**config.mk**
```make
export PLATFORM = sky130hd
export DESIGN_NAME = decode_n_flat
export DESIGN_NICKNAME = d
export VERILOG_FILES = /design/src/rtl/uarch_pkg.sv /design/src/rtl/decode_n_if.sv /design/src/rtl/decode_n.sv /design/src/flat_wrapper.sv
export SDC_FILE = /design/constraint.sdc
export NUM_CORES = 1
export LEC_CHECK = 0
export CAP_MARGIN = 20
export CORE_MARGIN = 10
export CORE_UTILIZATION = 46
export DETAILED_ROUTE_END_ITERATION = 8
export GPL_TIMING_DRIVEN = 1
export PLACE_DENSITY = 0.88
export SYNTH_ARGS = -nofsm -noshare
export SYNTH_HDL_FRONTEND = slang
export SYNTH_SLANG_ARGS = --single-unit
```
**constraint.sdc**
```tcl
create_clock -name clk -period 6.6 [get_ports clk]
set_input_delay 1.65 -clock clk [delete_from_list [all_inputs] [get_ports clk]]
set_output_delay 1.65 -clock clk [all_outputs]
set_load 0.01 [all_outputs]
```
**src/rtl/uarch_pkg.sv**
```systemverilog
// Shared micro-architecture types and encodings for the front end.
// Provides the decoded instruction record (decoded_inst_t) handed from
// decode to rename, plus the RV32 opcode / funct constants decode relies on.
package uarch_pkg;

    localparam int CPU_ADDR_BITS = 32;
    localparam int CPU_INST_BITS = 32;

    localparam logic [6:0] OPC_LUI       = 7'b0110111;
    localparam logic [6:0] OPC_AUIPC     = 7'b0010111;
    localparam logic [6:0] OPC_JAL       = 7'b1101111;
    localparam logic [6:0] OPC_JALR      = 7'b1100111;
    localparam logic [6:0] OPC_BRANCH    = 7'b1100011;
    localparam logic [6:0] OPC_LOAD      = 7'b0000011;
    localparam logic [6:0] OPC_STORE     = 7'b0100011;
    localparam logic [6:0] OPC_ARI_ITYPE = 7'b0010011;
    localparam logic [6:0] OPC_ARI_RTYPE = 7'b0110011;
    localparam logic [6:0] OPC_CSR       = 7'b1110011;

    localparam logic [6:0] FNC7_MULDIV  = 7'b0000001;
    localparam logic [6:0] FNC7_SUB_SRA = 7'b0100000;
    localparam logic [2:0] FNC_ADD_SUB  = 3'b000;

    typedef struct packed {
        logic [CPU_ADDR_BITS-1:0] pc;
        logic [31:0]              imm;
        logic [4:0]               rd;
        logic [4:0]               rs1;
        logic [4:0]               rs2;
        logic [3:0]               uop;
        logic [2:0]               uop_br;
        logic                     is_valid;
        logic                     has_rd;
        logic                     is_branch;
        logic                     is_jump;
        logic                     is_load;
        logic                     is_store;
        logic                     is_muldiv;
        logic                     alu_a_sel;
        logic                     alu_b_sel;
    } decoded_inst_t;

endpackage

```
**src/rtl/decode_n_if.sv**
```systemverilog
// Fetch -> decode -> rename bundle interface for the N-wide decode stage.
//   master : fetch/rename side (drives fetch bundle, flush, stall, take count)
//   slave  : decode stage (drives decode_rdy, decode_inst, decode_val)
interface decode_n_if #(
    parameter int DEC_WIDTH = 2
);
    import uarch_pkg::*;

    localparam int TAKE_W = $clog2(DEC_WIDTH + 1);

    logic                                         flush;
    logic                                         cache_stall;
    logic [DEC_WIDTH-1:0][CPU_ADDR_BITS-1:0]      fetch_pc;
    logic [DEC_WIDTH-1:0][CPU_INST_BITS-1:0]      fetch_inst;
    logic [DEC_WIDTH-1:0]                         fetch_mask;
    logic                                         fetch_val;
    logic                                         decode_rdy;
    decoded_inst_t [DEC_WIDTH-1:0]                decode_inst;
    logic [DEC_WIDTH-1:0]                         decode_val;
    logic [TAKE_W-1:0]                            rename_take;

    modport master (
        output flush, cache_stall, fetch_pc, fetch_inst, fetch_mask, fetch_val, rename_take,
        input  decode_rdy, decode_inst, decode_val
    );

    modport slave (
        input  flush, cache_stall, fetch_pc, fetch_inst, fetch_mask, fetch_val, rename_take,
        output decode_rdy, decode_inst, decode_val
    );

endinterface

```
**src/rtl/decode_n.sv**
```systemverilog
// Parametrised superscalar decode stage between fetch and rename.
// Decodes up to DEC_WIDTH instructions per bundle, compacts the masked-valid
// slots to the oldest positions and holds them in a registered bundle.
// Rename may consume fewer than all held entries; leftovers shift down and
// a new bundle is only accepted once the held bundle fully drains.
// Ports:
//   clk, rst : clock, synchronous active-high reset
//   dif      : decode_n_if slave (fetch bundle in, decoded bundle out,
//              flush / cache_stall / rename_take control)
module decode_n
    import uarch_pkg::*;
#(
    parameter int DEC_WIDTH = 2,
    parameter int SUPPORT_M = 1
) (
    input  logic      clk,
    input  logic      rst,
    decode_n_if.slave dif
);

    localparam int TAKE_W = $clog2(DEC_WIDTH + 1);

    function automatic decoded_inst_t dec_one(input logic [CPU_ADDR_BITS-1:0] pc,
                                              input logic [CPU_INST_BITS-1:0] inst);
        decoded_inst_t d;
        logic [6:0]    opc;
        logic [2:0]    f3;
        logic [6:0]    f7;
        logic [31:0]   imm_i;
        logic [31:0]   imm_s;
        logic [31:0]   imm_b;
        logic [31:0]   imm_u;
        logic [31:0]   imm_j;
        opc   = inst[6:0];
        f3    = inst[14:12];
        f7    = inst[31:25];
        imm_i = {{20{inst[31]}}, inst[31:20]};
        imm_s = {{20{inst[31]}}, inst[31:25], inst[11:7]};
        imm_b = {{19{inst[31]}}, inst[31], inst[7], inst[30:25], inst[11:8], 1'b0};
        imm_u = {inst[31:12], 12'b0};
        imm_j = {{11{inst[31]}}, inst[31], inst[19:12], inst[20], inst[30:21], 1'b0};

        d           = '0;
        d.pc        = pc;
        d.rd        = inst[11:7];
        d.rs1       = inst[19:15];
        d.rs2       = inst[24:20];
        d.alu_b_sel = 1'b1;
        d.uop       = {1'b0, FNC_ADD_SUB};
        case (opc)
            OPC_LUI: begin
                d.is_valid = 1'b1; d.has_rd = 1'b1; d.imm = imm_u;
            end
            OPC_AUIPC: begin
                d.is_valid = 1'b1; d.has_rd = 1'b1; d.alu_a_sel = 1'b1; d.imm = imm_u;
            end
            OPC_JAL: begin
                d.is_valid = 1'b1; d.has_rd = 1'b1; d.is_jump = 1'b1;
                d.alu_a_sel = 1'b1; d.imm = imm_j;
            end
            OPC_JALR: begin
                d.is_valid = 1'b1; d.has_rd = 1'b1; d.is_jump = 1'b1; d.imm = imm_i;
            end
            OPC_BRANCH: begin
                d.is_valid = 1'b1; d.is_branch = 1'b1; d.alu_a_sel = 1'b1;
                d.imm = imm_b; d.uop_br = f3;
            end
            OPC_LOAD: begin
                d.is_valid = 1'b1; d.has_rd = 1'b1; d.is_load = 1'b1;
                d.imm = imm_i; d.uop = {1'b0, f3};
            end
            OPC_STORE: begin
                d.is_valid = 1'b1; d.is_store = 1'b1; d.imm = imm_s; d.uop = {1'b0, f3};
            end
            OPC_ARI_ITYPE: begin
                // only SRAI carries the sub/sra bit; an immediate can never make ADDI a SUB
                d.is_valid = 1'b1; d.has_rd = 1'b1; d.imm = imm_i;
                d.uop = {(f7 == FNC7_SUB_SRA) && (f3 == 3'b101), f3};
            end
            OPC_ARI_RTYPE: begin
                // MUL/DIV without M support stays in the bundle but is flagged illegal
                d.is_valid  = (f7 != FNC7_MULDIV) || (SUPPORT_M != 0);
                d.is_muldiv = (f7 == FNC7_MULDIV) && (SUPPORT_M != 0);
                d.has_rd    = 1'b1;
                d.alu_b_sel = 1'b0;
                d.uop       = {f7 == FNC7_SUB_SRA, f3};
            end
            OPC_CSR: begin
                d.is_valid = 1'b1;
            end
            default: ;
        endcase
        return d;
    endfunction

    decoded_inst_t [DEC_WIDTH-1:0] slot;
    decoded_inst_t [DEC_WIDTH-1:0] dec;
    decoded_inst_t [DEC_WIDTH-1:0] acc_slot;
    decoded_inst_t [DEC_WIDTH-1:0] shift_slot;
    logic [TAKE_W-1:0]             cnt;
    logic [TAKE_W-1:0]             take_eff;
    logic [TAKE_W-1:0]             rem;
    logic [TAKE_W-1:0]             acc_cnt;
    logic                          rdy;
    logic                          accept;

    assign take_eff = (dif.rename_take > cnt) ? cnt : dif.rename_take;
    assign rem      = cnt - take_eff;
    assign rdy      = !dif.flush && !rst && !dif.cache_stall && (rem == '0);
    assign accept   = dif.fetch_val && rdy;

    assign dif.decode_rdy  = rdy;
    assign dif.decode_inst = slot;

    always_comb begin
        dec = '0;
        for (int k = 0; k < DEC_WIDTH; k++) begin
            dec[k] = dec_one(dif.fetch_pc[k], dif.fetch_inst[k]);
        end
    end

    // running popcount of the mask gives each valid slot its output position
    always_comb begin
        acc_slot = '0;
        acc_cnt  = '0;
        for (int k = 0; k < DEC_WIDTH; k++) begin
            if (dif.fetch_mask[k]) begin
                for (int p = 0; p < DEC_WIDTH; p++) begin
                    if (TAKE_W'(p) == acc_cnt) begin
                        acc_slot[p] = dec[k];
                    end
                end
                acc_cnt = acc_cnt + TAKE_W'(1);
            end
        end
    end

    always_comb begin
        shift_slot = '0;
        for (int j = 0; j < DEC_WIDTH; j++) begin
            for (int s = 0; s < DEC_WIDTH; s++) begin
                if (s == j + int'(take_eff)) begin
                    shift_slot[j] = slot[s];
                end
            end
        end
    end

    always_comb begin
        dif.decode_val = '0;
        for (int i = 0; i < DEC_WIDTH; i++) begin
            dif.decode_val[i] = (TAKE_W'(i) < cnt);
        end
    end

    always_ff @(posedge clk) begin
        if (rst || dif.flush) begin
            slot <= '0;
            cnt  <= '0;
        end else if (accept) begin
            slot <= acc_slot;
            cnt  <= acc_cnt;
        end else begin
            slot <= shift_slot;
            cnt  <= rem;
        end
    end

endmodule

```
**src/flat_wrapper.sv**
```systemverilog
// flat-port wrapper written by rule: the top's interface ports become plain ports
module decode_n_flat import uarch_pkg::*;
#(
    parameter int DEC_WIDTH = 2,
    parameter int SUPPORT_M = 1
)
  (clk, rst, dif_flush, dif_cache_stall, dif_fetch_pc, dif_fetch_inst, dif_fetch_mask, dif_fetch_val, dif_rename_take, dif_decode_rdy, dif_decode_inst, dif_decode_val);
  decode_n_if #(.DEC_WIDTH(DEC_WIDTH)) dif_i ();
  input  logic clk;
  input  logic rst;
  input wire logic [$bits(dif_i.flush)-1:0] dif_flush;
  input wire logic [$bits(dif_i.cache_stall)-1:0] dif_cache_stall;
  input wire logic [$bits(dif_i.fetch_pc)-1:0] dif_fetch_pc;
  input wire logic [$bits(dif_i.fetch_inst)-1:0] dif_fetch_inst;
  input wire logic [$bits(dif_i.fetch_mask)-1:0] dif_fetch_mask;
  input wire logic [$bits(dif_i.fetch_val)-1:0] dif_fetch_val;
  input wire logic [$bits(dif_i.rename_take)-1:0] dif_rename_take;
  output wire logic [$bits(dif_i.decode_rdy)-1:0] dif_decode_rdy;
  output wire logic [$bits(dif_i.decode_inst)-1:0] dif_decode_inst;
  output wire logic [$bits(dif_i.decode_val)-1:0] dif_decode_val;
  assign dif_i.flush = dif_flush;
  assign dif_i.cache_stall = dif_cache_stall;
  assign dif_i.fetch_pc = dif_fetch_pc;
  assign dif_i.fetch_inst = dif_fetch_inst;
  assign dif_i.fetch_mask = dif_fetch_mask;
  assign dif_i.fetch_val = dif_fetch_val;
  assign dif_i.rename_take = dif_rename_take;
  assign dif_decode_rdy = dif_i.decode_rdy;
  assign dif_decode_inst = dif_i.decode_inst;
  assign dif_decode_val = dif_i.decode_val;
  decode_n #(.DEC_WIDTH(DEC_WIDTH), .SUPPORT_M(SUPPORT_M)) u_core (.clk(clk), .rst(rst), .dif(dif_i));
endmodule
```
Word level (Yosys, flattened, before mapping):

Cells that the tools add are included.

* register bits: 192
* output and inout bits: 193

* add/sub/neg operators: 3
* order comparisons: 3
* equality and inequality tests: 31
* multiplexer cells: 37
* reductions and logical operators: 28

Operator list (count)
* two-way mux 95 bit: 7
* two-way mux 190 bit: 2
* case mux 32 bit (5 select lines): 2
* logical NOT 32 bit: 2
* equality test 7 x 6 -> 1 bit (second input constant): 8
* equality test 7 bit (second input constant): 8
* equality test 2 x 32 -> 1 bit (first input constant): 1
* equality test 7 x 5 -> 1 bit (second input constant): 4
* case mux 4 bit (3 select lines): 2
* OR reduction 10 bit: 2
* two-way mux 1 bit: 19
* equality test 7 x 1 -> 1 bit (second input constant): 2
* equality test 7 x 2 -> 1 bit (second input constant): 2
* OR reduction 7 bit: 2
* OR reduction 2 bit: 6
* OR reduction 3 bit: 4
* equality test 3 bit (second input constant): 2
* logical AND 1 bit: 6
* two-way mux 2 bit: 3
* two-way mux 3 bit: 2
* logical NOT 2 bit: 2
* < comparator 1 x 2 -> 1 bit (first input constant): 2
* adder 1 x 2 -> 3 bit (first input constant): 1
* logical NOT 1 bit: 3
* other kinds (8): 8

Logic depth before layout (Yosys ltp):

Gate-level depths: netlist of the first run.

* word-level depth: 7
* gate-level depth with buffers: 17
* gate-level depth less buffers: 12

Least setup slack after synthesis of the first run:

No wires, ideal clock.

* path kind: input port to output port
* from: input port dif_rename_take[1]
* to: output port dif_decode_rdy
* arrival: 4.091 ns
* required time: 4.950 ns
* setup slack: 0.859 ns
* stages on the path: 11
* path buffers: 3
* cell sequence: ha_1 > and2_1 > o31a_1 > clkbuf_1 > nor2_2 > inv_2 > buf_2 > ha_1 > or4b_1 > buf_2 > nor2_1

* cells in the longest elaborated chain, start to end: 5

Ends and longest elaborated chain
* start: declaration: line flat_wrapper.sv:17 `input wire logic [$bits(dif_i.rename_take)-1:0] dif_rename_take;`
* > comparator 2 bit: line decode_n.sv:107 `assign take_eff = (dif.rename_take > cnt) ? cnt : dif.rename_take;`
* two-way mux 2 bit (*): line decode_n.sv:107
* subtractor 2 bit (*): line decode_n.sv:108 `assign rem = cnt - take_eff;`
* logical NOT 2 bit (*): line decode_n.sv:109 `assign rdy = !dif.flush && !rst && !dif.cache_stall && (rem == '0);`
* logical AND 1 bit (*): line decode_n.sv:109
* end: declaration: line flat_wrapper.sv:18 `output wire logic [$bits(dif_i.decode_rdy)-1:0] dif_decode_rdy;`

Mark *: on every way between the ends. The rest lies on a longest branch, timed or not.

Worst setup path after layout of the first run:

* from: input port dif_rename_take[0]
* to: output port dif_decode_rdy

The elaborated chain is that of the path after synthesis.

==> results of run 1 <==
cells in the mapped netlist (all sizes together) (17+ instances only):
library cell,n,share of area
a21o,31,0.025
a21oi,55,0.030
a22o,24,0.022
a22oi,129,0.10
a31oi,41,0.027
buf,32,0.017
clkbuf,81,0.032
dfxtp,192,0.41
nand2,83,0.033
nand3,41,0.022
nand4,35,0.023
nor2,114,0.046
nor3,17,0.0095
o21ai,57,0.030
o31ai,26,0.022
registers in the layout, indices dropped and copies added, names as in the netlist:
name                    count
u_core.dif.decode_inst    190
u_core.cnt                  2
worst paths after layout:
path,startpoint,to
max,dif_rename_take[0],dif_decode_rdy
min,u_core.dif.decode_inst[141],u_core.dif.decode_inst[141]
max reg2reg,u_core.cnt[1],u_core.dif.decode_inst[61]
min reg2reg,u_core.dif.decode_inst[141],u_core.dif.decode_inst[141]
logic make-up (layout without fill, tap and decap cells):
| logic type | count (synthesis) | count (layout) | synth area share |
|---|---|---|---|
| compound gates | 439 | 439 | 0.328 |
| xor+xnor | 2 | 2 | 0.00185 |
| fa+ha+maj | 6 | 6 | 0.00794 |
| buf+inv | 129 | 401 | 0.0555 |
| flops | 192 | 192 | 0.407 |
| mux | 10 | 10 | 0.0109 |
| other cells | 0 | 2 | 0 |
| simple gates | 362 | 362 | 0.189 |
per-layer routing:
| metal | track usage | share of wire | up-vias |
|---|---|---|---|
| li1 | - | - | 4860 |
| met1 | 0.364 | 0.38 | 5197 |
| met2 | 0.454 | 0.46 | 754 |
| met3 | 0.0909 | 0.12 | 121 |
| met4 | 0.131 | 0.036 | 0 |
| met5 | 0 | 0 | - |
report_power, final:
part	total, mW	internal (mW)	leakage [nW]	switching [mW]
Clock	1.11	0.626	0.311	0.486
Combinational	0.434	0.164	2.59	0.270
Sequential	1.18	1.17	1.55	0.0103
stage by stage:
step | cell area, um^2 | utilization
final | 13500 | 0.667
after global routing | 13500 | 0.667
after CTS | 13500 | 0.665
after detailed placement | 12800 | 0.634
after global placement | 12800 | 0.634
after floorplan | 9450 | -
layout by cell type, fill, tap and decap left out, types with 4 or more instances in the layout:
cell,count
sky130_fd_sc_hd__a22oi_1,129
sky130_fd_sc_hd__a22o_1,24
sky130_fd_sc_hd__a32oi_1,11
sky130_fd_sc_hd__and3_1,8
sky130_fd_sc_hd__nor3_1,15
sky130_fd_sc_hd__o31ai_1,24
sky130_fd_sc_hd__o21ai_0,57
sky130_fd_sc_hd__o22ai_1,4
sky130_fd_sc_hd__o211ai_1,6
sky130_fd_sc_hd__buf_4,23
sky130_fd_sc_hd__a221oi_1,9
sky130_fd_sc_hd__and2_1,12
sky130_fd_sc_hd__a222oi_1,5
sky130_fd_sc_hd__a31oi_1,41
sky130_fd_sc_hd__nor2_1,112
sky130_fd_sc_hd__nand2_1,83
sky130_fd_sc_hd__nor4_1,6
sky130_fd_sc_hd__dfxtp_1,192
sky130_fd_sc_hd__a21oi_1,53
sky130_fd_sc_hd__ha_1,6
sky130_fd_sc_hd__mux2i_1,8
sky130_fd_sc_hd__clkbuf_16,17
sky130_fd_sc_hd__nor2b_1,4
sky130_fd_sc_hd__nand2b_1,8
sky130_fd_sc_hd__nand4b_1,6
sky130_fd_sc_hd__clkdlybuf4s50_1,329
sky130_fd_sc_hd__inv_6,4
sky130_fd_sc_hd__a41oi_1,5
sky130_fd_sc_hd__nand4_1,35
sky130_fd_sc_hd__a311oi_1,13
sky130_fd_sc_hd__a21o_1,31
sky130_fd_sc_hd__inv_1,14
sky130_fd_sc_hd__nand3_1,40
cell type report:
cell class / count / area (um^2) / area share
Clock inverter: 13 / 173 / 0.0128
Antenna cell: 2 / 5.00 / 0.000371
Timing Repair Buffer: 353 / 3490 / 0.259
Sequential cell: 192 / 3840 / 0.285
Multi-Input combinational cell: 819 / 5130 / 0.380
Tap cell: 270 / 338 / 0.0250
Inverter: 16 / 60.1 / 0.00445
Clock buffer: 19 / 453 / 0.0336
worst max-delay path, stage by stage:
cell and delay (ns):
sky130_fd_sc_hd__clkdlybuf4s50_1 0.53, sky130_fd_sc_hd__inv_1 0.06, sky130_fd_sc_hd__ha_1 0.28, sky130_fd_sc_hd__and2_1 0.18, sky130_fd_sc_hd__o31a_1 0.30, sky130_fd_sc_hd__nor2_4 0.13, sky130_fd_sc_hd__inv_2 0.04, sky130_fd_sc_hd__ha_1 0.29
sky130_fd_sc_hd__or4b_1 0.46, sky130_fd_sc_hd__nor2_1 0.17, sky130_fd_sc_hd__clkdlybuf4s50_1 0.57
==> impl_metrics.yaml, run 1 <==
outcome:
  result_of_the_run: "complete, no violations"
clocking:
  cts.sink_count: 192
  ctsHtreeMaxLevel: 4
  cts_resized: 0
  cts_hold_fix_bufs: 0
  cts_post_setup_buffers_inserted: 0
  clock_tree.root_cell: "sky130_fd_sc_hd__clkbuf_16"
  cts_buffer_depth: 2
  cts_made_buffers: 17
  clk_transition_reported_paths_ns: 0.08
  cts_tree: "built"
  clk_latency_ns: 0.43
worst_setup_path:
  crit_path_max_fanout: 4
  cp.arrival_ns: 4.66
  crit_path_capture_type: "output pin"
  timing.setup.critical_path_class: "input pin to output pin"
  worst-r2r-cell-count: 12
  cp-start-kind: "input pin"
  reg2reg_slack_ns: 2.22
  critical_path_required_ns: 4.95
grt:
  grt_remaining_overflow: 0
  first_global_vias: 10500
  antenna_found_initial: 2
  largest_net_degree_at_the_start_of_global_routing: 96
  global_route.usage.total: 0.292
  first_pass_grt_wire_length_mm: 62.1
timing:
  highest_achievable_clock_rate_ghz: 0.158
  crit_share_post_route: 0.957
  timing_max_transition_violations_final: 0
  setup_total_neg_slack_ns: 0
  tightestPinTransition_ns: 1.15
  holdWs_ns: 0.474
  unrepaired_setup_endpoints_after_global_routing: "false"
  timing.final.crit_period_ns: 6.31
  finalSetupViolations: 0
  finalHoldViolations: 0
  fin_worst_skew_ns: 0.0110
  max-slew-margin-rel: 0.230
  layout_setup_ws_ns: 0.286
routing:
  route.vias.total: 10900
  detailedRoute.firstIterationViolations: 1332
  drt_wl_total_mm: 40.9
  drt-vias-per-instance: 6.49
  avgRoutedWirePerCell_um: 24.3
  drt.antenna.violating_nets: 0
  detail_route.drc_violations: 0
  drtPass1Iterations: 5
power_and_ir_drop:
  report.power.total_mw: 2.73
  ir_worst_vdd_mv: 0.198
  leakage_nw: 4.45
  power.density_nw_per_um2: 202
floorplan:
  core_um2: 20200
  std_cell_rows: 52
  die_area_um2: 26700
  design.portCount: 330
  die_height_um: 163
  die_x_um: 163
  initial_core_util: 0.467
place:
  place.detailed.instances: 1649
  placement.setup.worst_slack_ns: 0.323
  hpwlAfterDp_mm: 28.5
  gp_congestion: 0.942
  buffer_ports.inserted: 329
layout:
  fin_nets: 1542
  area_growth_syn_to_layout_pct: 42.8
  final_layout_size_suffix_gt1_frac: 0.0559
  n_fill_cell: 1656
  finalNonFillerCells: 1684
synth:
  synth.yosys.seq_area_share: 0.407
  postSynth.topFlopCell: "sky130_fd_sc_hd__dfxtp_1"
  synth.ff_latch_count: 192
  postSynth.asyncResetShare: 0
  synth-edff-count: 0
  postSynthAreaPerCell_um2: 8.29
  synth.net_count: 1283
  synth_area_um2: 9450
  postSynthCellCount: 1140
  synth.yosys.warnings: 0
  synth_cell_type_count: 68
min_path:
  hold_path_class: "register to register"
  hold_critical_path_depth: 2
job:
  timing.max_cap.violations: 0
Power figures use the tool's default switching activity.
==> run 2: changes to the inputs <==
--- a/config.mk
+++ b/config.mk
@@ -6,7 +6,7 @@
 export NUM_CORES = 1
 export LEC_CHECK = 0
 export CAP_MARGIN = 20
-export CORE_MARGIN = 10
+export CORE_MARGIN = 3
 export CORE_UTILIZATION = 46
 export DETAILED_ROUTE_END_ITERATION = 8
 export GPL_TIMING_DRIVEN = 1
==> impl_metrics.yaml, run 2 (synthesis gave the netlist of run 1 again) <==
timing:
  tightestPinTransition_ns: 1.02
  setup_total_neg_slack_ns: 0
  highest_achievable_clock_rate_ghz: 0.159
  max-slew-margin-rel: 0.318
  unrepaired_setup_endpoints_after_global_routing: "false"
  timing_max_transition_violations_final: 0
  finalHoldViolations: 0
  finalSetupViolations: 0
  crit_share_post_route: 0.951
  fin_worst_skew_ns: 0.0109
  timing.final.crit_period_ns: 6.28
  layout_setup_ws_ns: 0.322
worst_setup_path:
  crit_path_capture_type: "output pin"
  worst_path_dominant_cell_family: "buffers and inverters"
  worstSetupPathDepth: 11
  critical_path_required_ns: 4.95
  worst-r2r-cell-count: 12
  crit_path_max_incr_delay_ns: 0.54
  cp-start-kind: "input pin"
  reg2reg_slack_ns: 2.46
  rr_startpoint: "u_core.cnt[1]"
  crit_path_max_fanout: 4
  reg2reg_to: "u_core.dif.decode_inst[32]"
  path_cells: "clkdlybuf4s50_1 -> inv_1 -> ha_1 -> and2_1 -> o31a_1 -> nor2_4 -> inv_2 -> ha_1 -> or4b_1 -> nor2_1 -> clkdlybuf4s50_1"
  crit_slowest_cell: "sky130_fd_sc_hd__clkdlybuf4s50_1"
  critPathBufInv: 4
  timing.setup.critical_path_class: "input pin to output pin"
  cp.arrival_ns: 4.63
clocking:
  cts_resized: 0
  cts.sink_count: 192
  cts_tree: "built"
  cts_post_setup_buffers_inserted: 0
  cts_made_buffers: 17
  cts_buffer_depth: 2
  clk_latency_ns: 0.43
  cts_hold_fix_bufs: 0
  clock_tree.root_cell: "sky130_fd_sc_hd__clkbuf_16"
  ctsHtreeMaxLevel: 4
  clk_transition_reported_paths_ns: 0.07
outcome:
  result_of_the_run: "complete, no violations"
min_path:
  hold_critical_path_depth: 2
  hold_path_class: "register to register"
  worstHoldEndpoint: "u_core.dif.decode_inst[145]"
  hp-start: "u_core.dif.decode_inst[145]"
layout:
  fin_nets: 1545
  layout.cells.most_common: "sky130_fd_sc_hd__clkdlybuf4s50_1"
  largest_reg_flops: 190
  n_antenna_cell: 0
  most-common-layout-cells: "329 x sky130_fd_sc_hd__clkdlybuf4s50_1, 192 x sky130_fd_sc_hd__dfxtp_1, 129 x sky130_fd_sc_hd__a22oi_1"
  final_layout_size_suffix_gt1_frac: 0.0566
  area_growth_syn_to_layout_pct: 42.9
  final_core_util: 0.681
routing:
  detail_route.drc_violations: 0
  drt.antenna.violating_nets: 0
  drt_wl_total_mm: 39.4
  detailedRoute.firstIterationViolations: 1392
  drtPass1Iterations: 8
  route.vias.total: 10900
  drt-vias-per-instance: 6.52
  avgRoutedWirePerCell_um: 23.5
place:
  gp_congestion: 0.981
  placement.setup.worst_slack_ns: 0.342
  buffer_ports.inserted: 329
  hpwlAfterDp_mm: 27.0
grt:
  largest_net_degree_at_the_start_of_global_routing: 74
  first_global_vias: 10500
  first_pass_grt_wire_length_mm: 59.6
  antenna_found_initial: 0
  global_route.usage.total: 0.336
  grt_remaining_overflow: 0
power_and_ir_drop:
  leakage_nw: 4.45
  report.power.total_mw: 2.74
  power.density_nw_per_um2: 203
  ir_worst_vdd_mv: 0.196
floorplan:
  die_area_um2: 22300
  die_height_um: 149
  initial_core_util: 0.476
  std_cell_rows: 51
  design.portCount: 330
  core_um2: 19800
  die_x_um: 149
job:
  timing.max_cap.violations: 0
[run 2: changes by cell type in the layout (fill, tap and decap cells not counted), sizes merged]
cell      before  now
diode          2    0
bufinv         3    4
clkinv         5    1
inv           21   19
buf           24   27
clkinvlp       0    3
[run 2: tightest hold or removal path, stage by stage (launching register included)]
cell and delay, ns:
sky130_fd_sc_hd__dfxtp_1 0.32, sky130_fd_sc_hd__nand2_1 0.06, sky130_fd_sc_hd__a21oi_1 0.05
[run 2: worst max path at each step]
stage,startpoint,endpoint,slack [ns]
floorplan,dif_rename_take[1],dif_decode_rdy,0.86
global placement,dif_rename_take[0],dif_decode_rdy,0.42
detailed placement,dif_rename_take[0],dif_decode_rdy,0.34
CTS,dif_rename_take[0],dif_decode_rdy,0.33
global route,dif_rename_take[0],dif_decode_rdy,0.20
finish,dif_rename_take[0],dif_decode_rdy,0.32
[run 2: stage by stage]
stage	hold slack, ns	instances	area (um^2)
2_1_floorplan	0.488	1140	9450
5_1_grt	0.499	1678	13500
3_5_place_dp	0.466	1648	12900
3_3_place_gp	0.455	1648	12900
6_report	0.477	1678	13500
4_1_cts	0.474	1678	13500
[run 2: final cells by class]
class	instances	area [um^2]
fill	1625	6340
clock inverter	11	178
timing repair buffer	356	3510
multi-input combinational	819	5130
clock buffer	19	453
tap	265	332
sequential	192	3840
inverter	16	60.1
[run 2: metal layers]
layer / vias to the layer above / routed length [um] / track usage
li1: 4871 / - / -
met1: 5198 / 14900 / 0.427
met2: 750 / 18700 / 0.548
met3: 115 / 4510 / 0.0963
met4: 0 / 1180 / 0.116
met5: - / 0 / 0
[run 2: power breakdown]
group / switching (mW) / total [mW] / internal [mW]
combinational: 0.274 / 0.435 / 0.161
sequential: 0.00920 / 1.18 / 1.17
clock: 0.469 / 1.13 / 0.656
total: 0.753 / 2.74 / 1.99
==> run 3: changes to the inputs <==
--- a/config.mk
+++ b/config.mk
@@ -9,8 +9,10 @@
 export CORE_MARGIN = 3
 export CORE_UTILIZATION = 46
 export DETAILED_ROUTE_END_ITERATION = 8
+export GPL_ROUTABILITY_DRIVEN = 0
 export GPL_TIMING_DRIVEN = 1
 export PLACE_DENSITY = 0.88
+export SETUP_SLACK_MARGIN = 0.15
 export SYNTH_ARGS = -nofsm -noshare
 export SYNTH_HDL_FRONTEND = slang
 export SYNTH_SLANG_ARGS = --single-unit
==> impl_metrics.yaml, run 3 (synthesis gave the netlist of run 1 again) <==
outcome:
  result_of_the_run: "complete, no violations"
timing:
  crit_share_post_route: 0.948
  unrepaired_setup_endpoints_after_global_routing: "false"
  finalHoldViolations: 0
  timing.final.crit_period_ns: 6.26
  timing_max_transition_violations_final: 0
  finalSetupViolations: 0
  fin_worst_skew_ns: 0.00963
  highest_achievable_clock_rate_ghz: 0.160
  max-slew-margin-rel: 0.304
  holdWs_ns: 0.475
  layout_setup_ws_ns: 0.340
  tightestPinTransition_ns: 1.04
  setup_total_neg_slack_ns: 0
layout:
  final_core_util: 0.678
  final_layout_size_suffix_gt1_frac: 0.0579
  n_fill_cell: 1565
  postLayoutCellArea_um2: 13500
  area_growth_syn_to_layout_pct: 42.4
  most-common-layout-cells: "329 x sky130_fd_sc_hd__clkdlybuf4s50_1, 192 x sky130_fd_sc_hd__dfxtp_1, 129 x sky130_fd_sc_hd__a22oi_1"
  fin_nets: 1546
  layout.cells.most_common: "sky130_fd_sc_hd__clkdlybuf4s50_1"
  finalNonFillerCells: 1682
  largest_reg_flops: 190
worst_setup_path:
  rr_startpoint: "u_core.cnt[1]"
  reg2reg_to: "u_core.dif.decode_inst[70]"
  cp.arrival_ns: 4.61
  timing.setup.critical_path_class: "input pin to output pin"
  crit_path_capture_type: "output pin"
  crit_path_max_fanout: 4
  worst-r2r-cell-count: 13
  reg2reg_slack_ns: 2.34
  cp-start-kind: "input pin"
  critical_path_required_ns: 4.95
routing:
  drt-vias-per-instance: 6.56
  route.vias.total: 11000
  drtPass1Iterations: 6
  detailedRoute.firstIterationViolations: 1390
  avgRoutedWirePerCell_um: 23.0
  drt.antenna.violating_nets: 0
  detail_route.drc_violations: 0
  drt_wl_total_mm: 38.8
place:
  buffer_ports.inserted: 329
  placement.setup.worst_slack_ns: 0.353
  place.detailed.instances: 1647
  post_dp_cell_area_um2: 12900
  hpwlAfterDp_mm: 26.4
clocking:
  cts_buffer_depth: 2
  cts_tree: "built"
  cts_made_buffers: 17
  cts_post_setup_buffers_inserted: 0
  cts_hold_fix_bufs: 0
  clk_latency_ns: 0.43
  cts_resized: 0
  cts.sink_count: 192
  clock_tree.root_cell: "sky130_fd_sc_hd__clkbuf_16"
  clk_transition_reported_paths_ns: 0.07
  ctsHtreeMaxLevel: 4
floorplan:
  die_area_um2: 22300
  die_x_um: 149
  core_um2: 19800
  initial_core_util: 0.476
  die_height_um: 149
  design.portCount: 330
  std_cell_rows: 51
min_path:
  hold_path_class: "register to register"
  hold_critical_path_depth: 2
  hp-start: "u_core.dif.decode_inst[141]"
  worstHoldEndpoint: "u_core.dif.decode_inst[141]"
grt:
  first_global_vias: 10200
  antenna_found_initial: 1
  global_route.usage.total: 0.330
  first_pass_grt_wire_length_mm: 58.4
  largest_net_degree_at_the_start_of_global_routing: 72
  grt_remaining_overflow: 0
power_and_ir_drop:
  power.density_nw_per_um2: 195
  leakage_nw: 4.43
  ir_worst_vdd_mv: 0.181
  report.power.total_mw: 2.62
job:
  timing.max_cap.violations: 0
run 3: routing by layer:
metal / vias up / global-route usage / share of wire
met1: 5249 / 0.429 / 0.37
met2: 787 / 0.519 / 0.47
li1: 4869 / - / -
met3: 127 / 0.0836 / 0.12
met4: 0 / 0.149 / 0.040
met5: - / 0 / 0
run 3: worst max-delay path by stage:
| stage | startpoint | cells past startpoint | slack, ns | endpoint |
|---|---|---|---|---|
| global route | dif_rename_take[0] | 11 | 0.23 | dif_decode_rdy |
| finish | dif_rename_take[0] | 11 | 0.34 | dif_decode_rdy |
| CTS | dif_rename_take[0] | 11 | 0.35 | dif_decode_rdy |
| detailed placement | dif_rename_take[0] | 11 | 0.35 | dif_decode_rdy |
| floorplan | dif_rename_take[1] | 11 | 0.86 | dif_decode_rdy |
| global placement | dif_rename_take[0] | 11 | 0.42 | dif_decode_rdy |
run 3: final cells by class:
| type | count | area (um^2) | area share |
|---|---|---|---|
| multi-input cells | 819 | 5130 | 0.381 |
| flip-flops and latches | 192 | 3840 | 0.286 |
| repair buffers | 357 | 3520 | 0.262 |
| clock buffers | 20 | 457 | 0.0339 |
| well taps | 265 | 332 | 0.0246 |
| clock inverters | 12 | 108 | 0.00800 |
| inverters | 16 | 60.1 | 0.00446 |
| diodes | 1 | 2.50 | 0.000186 |
run 3: where the power goes:
part / switching [mW] / leakage [nW] / internal, mW / total [mW]
combinational: 0.270 / 2.61 / 0.162 / 0.432
sequential: 0.00917 / 1.55 / 1.17 / 1.18
clock: 0.468 / 0.273 / 0.542 / 1.01
total: 0.747 / 4.43 / 1.88 / 2.62
run 3: worst max-delay path, stage by stage:
cell                              delay (ns)
sky130_fd_sc_hd__clkdlybuf4s50_1        0.53
sky130_fd_sc_hd__inv_1                  0.07
sky130_fd_sc_hd__ha_1                   0.28
sky130_fd_sc_hd__and2_1                 0.18
sky130_fd_sc_hd__o31a_1                 0.30
sky130_fd_sc_hd__nor2_4                 0.13
sky130_fd_sc_hd__inv_2                  0.05
sky130_fd_sc_hd__ha_1                   0.29
sky130_fd_sc_hd__or4b_1                 0.47
sky130_fd_sc_hd__nor2_1                 0.12
sky130_fd_sc_hd__clkdlybuf4s50_1        0.54
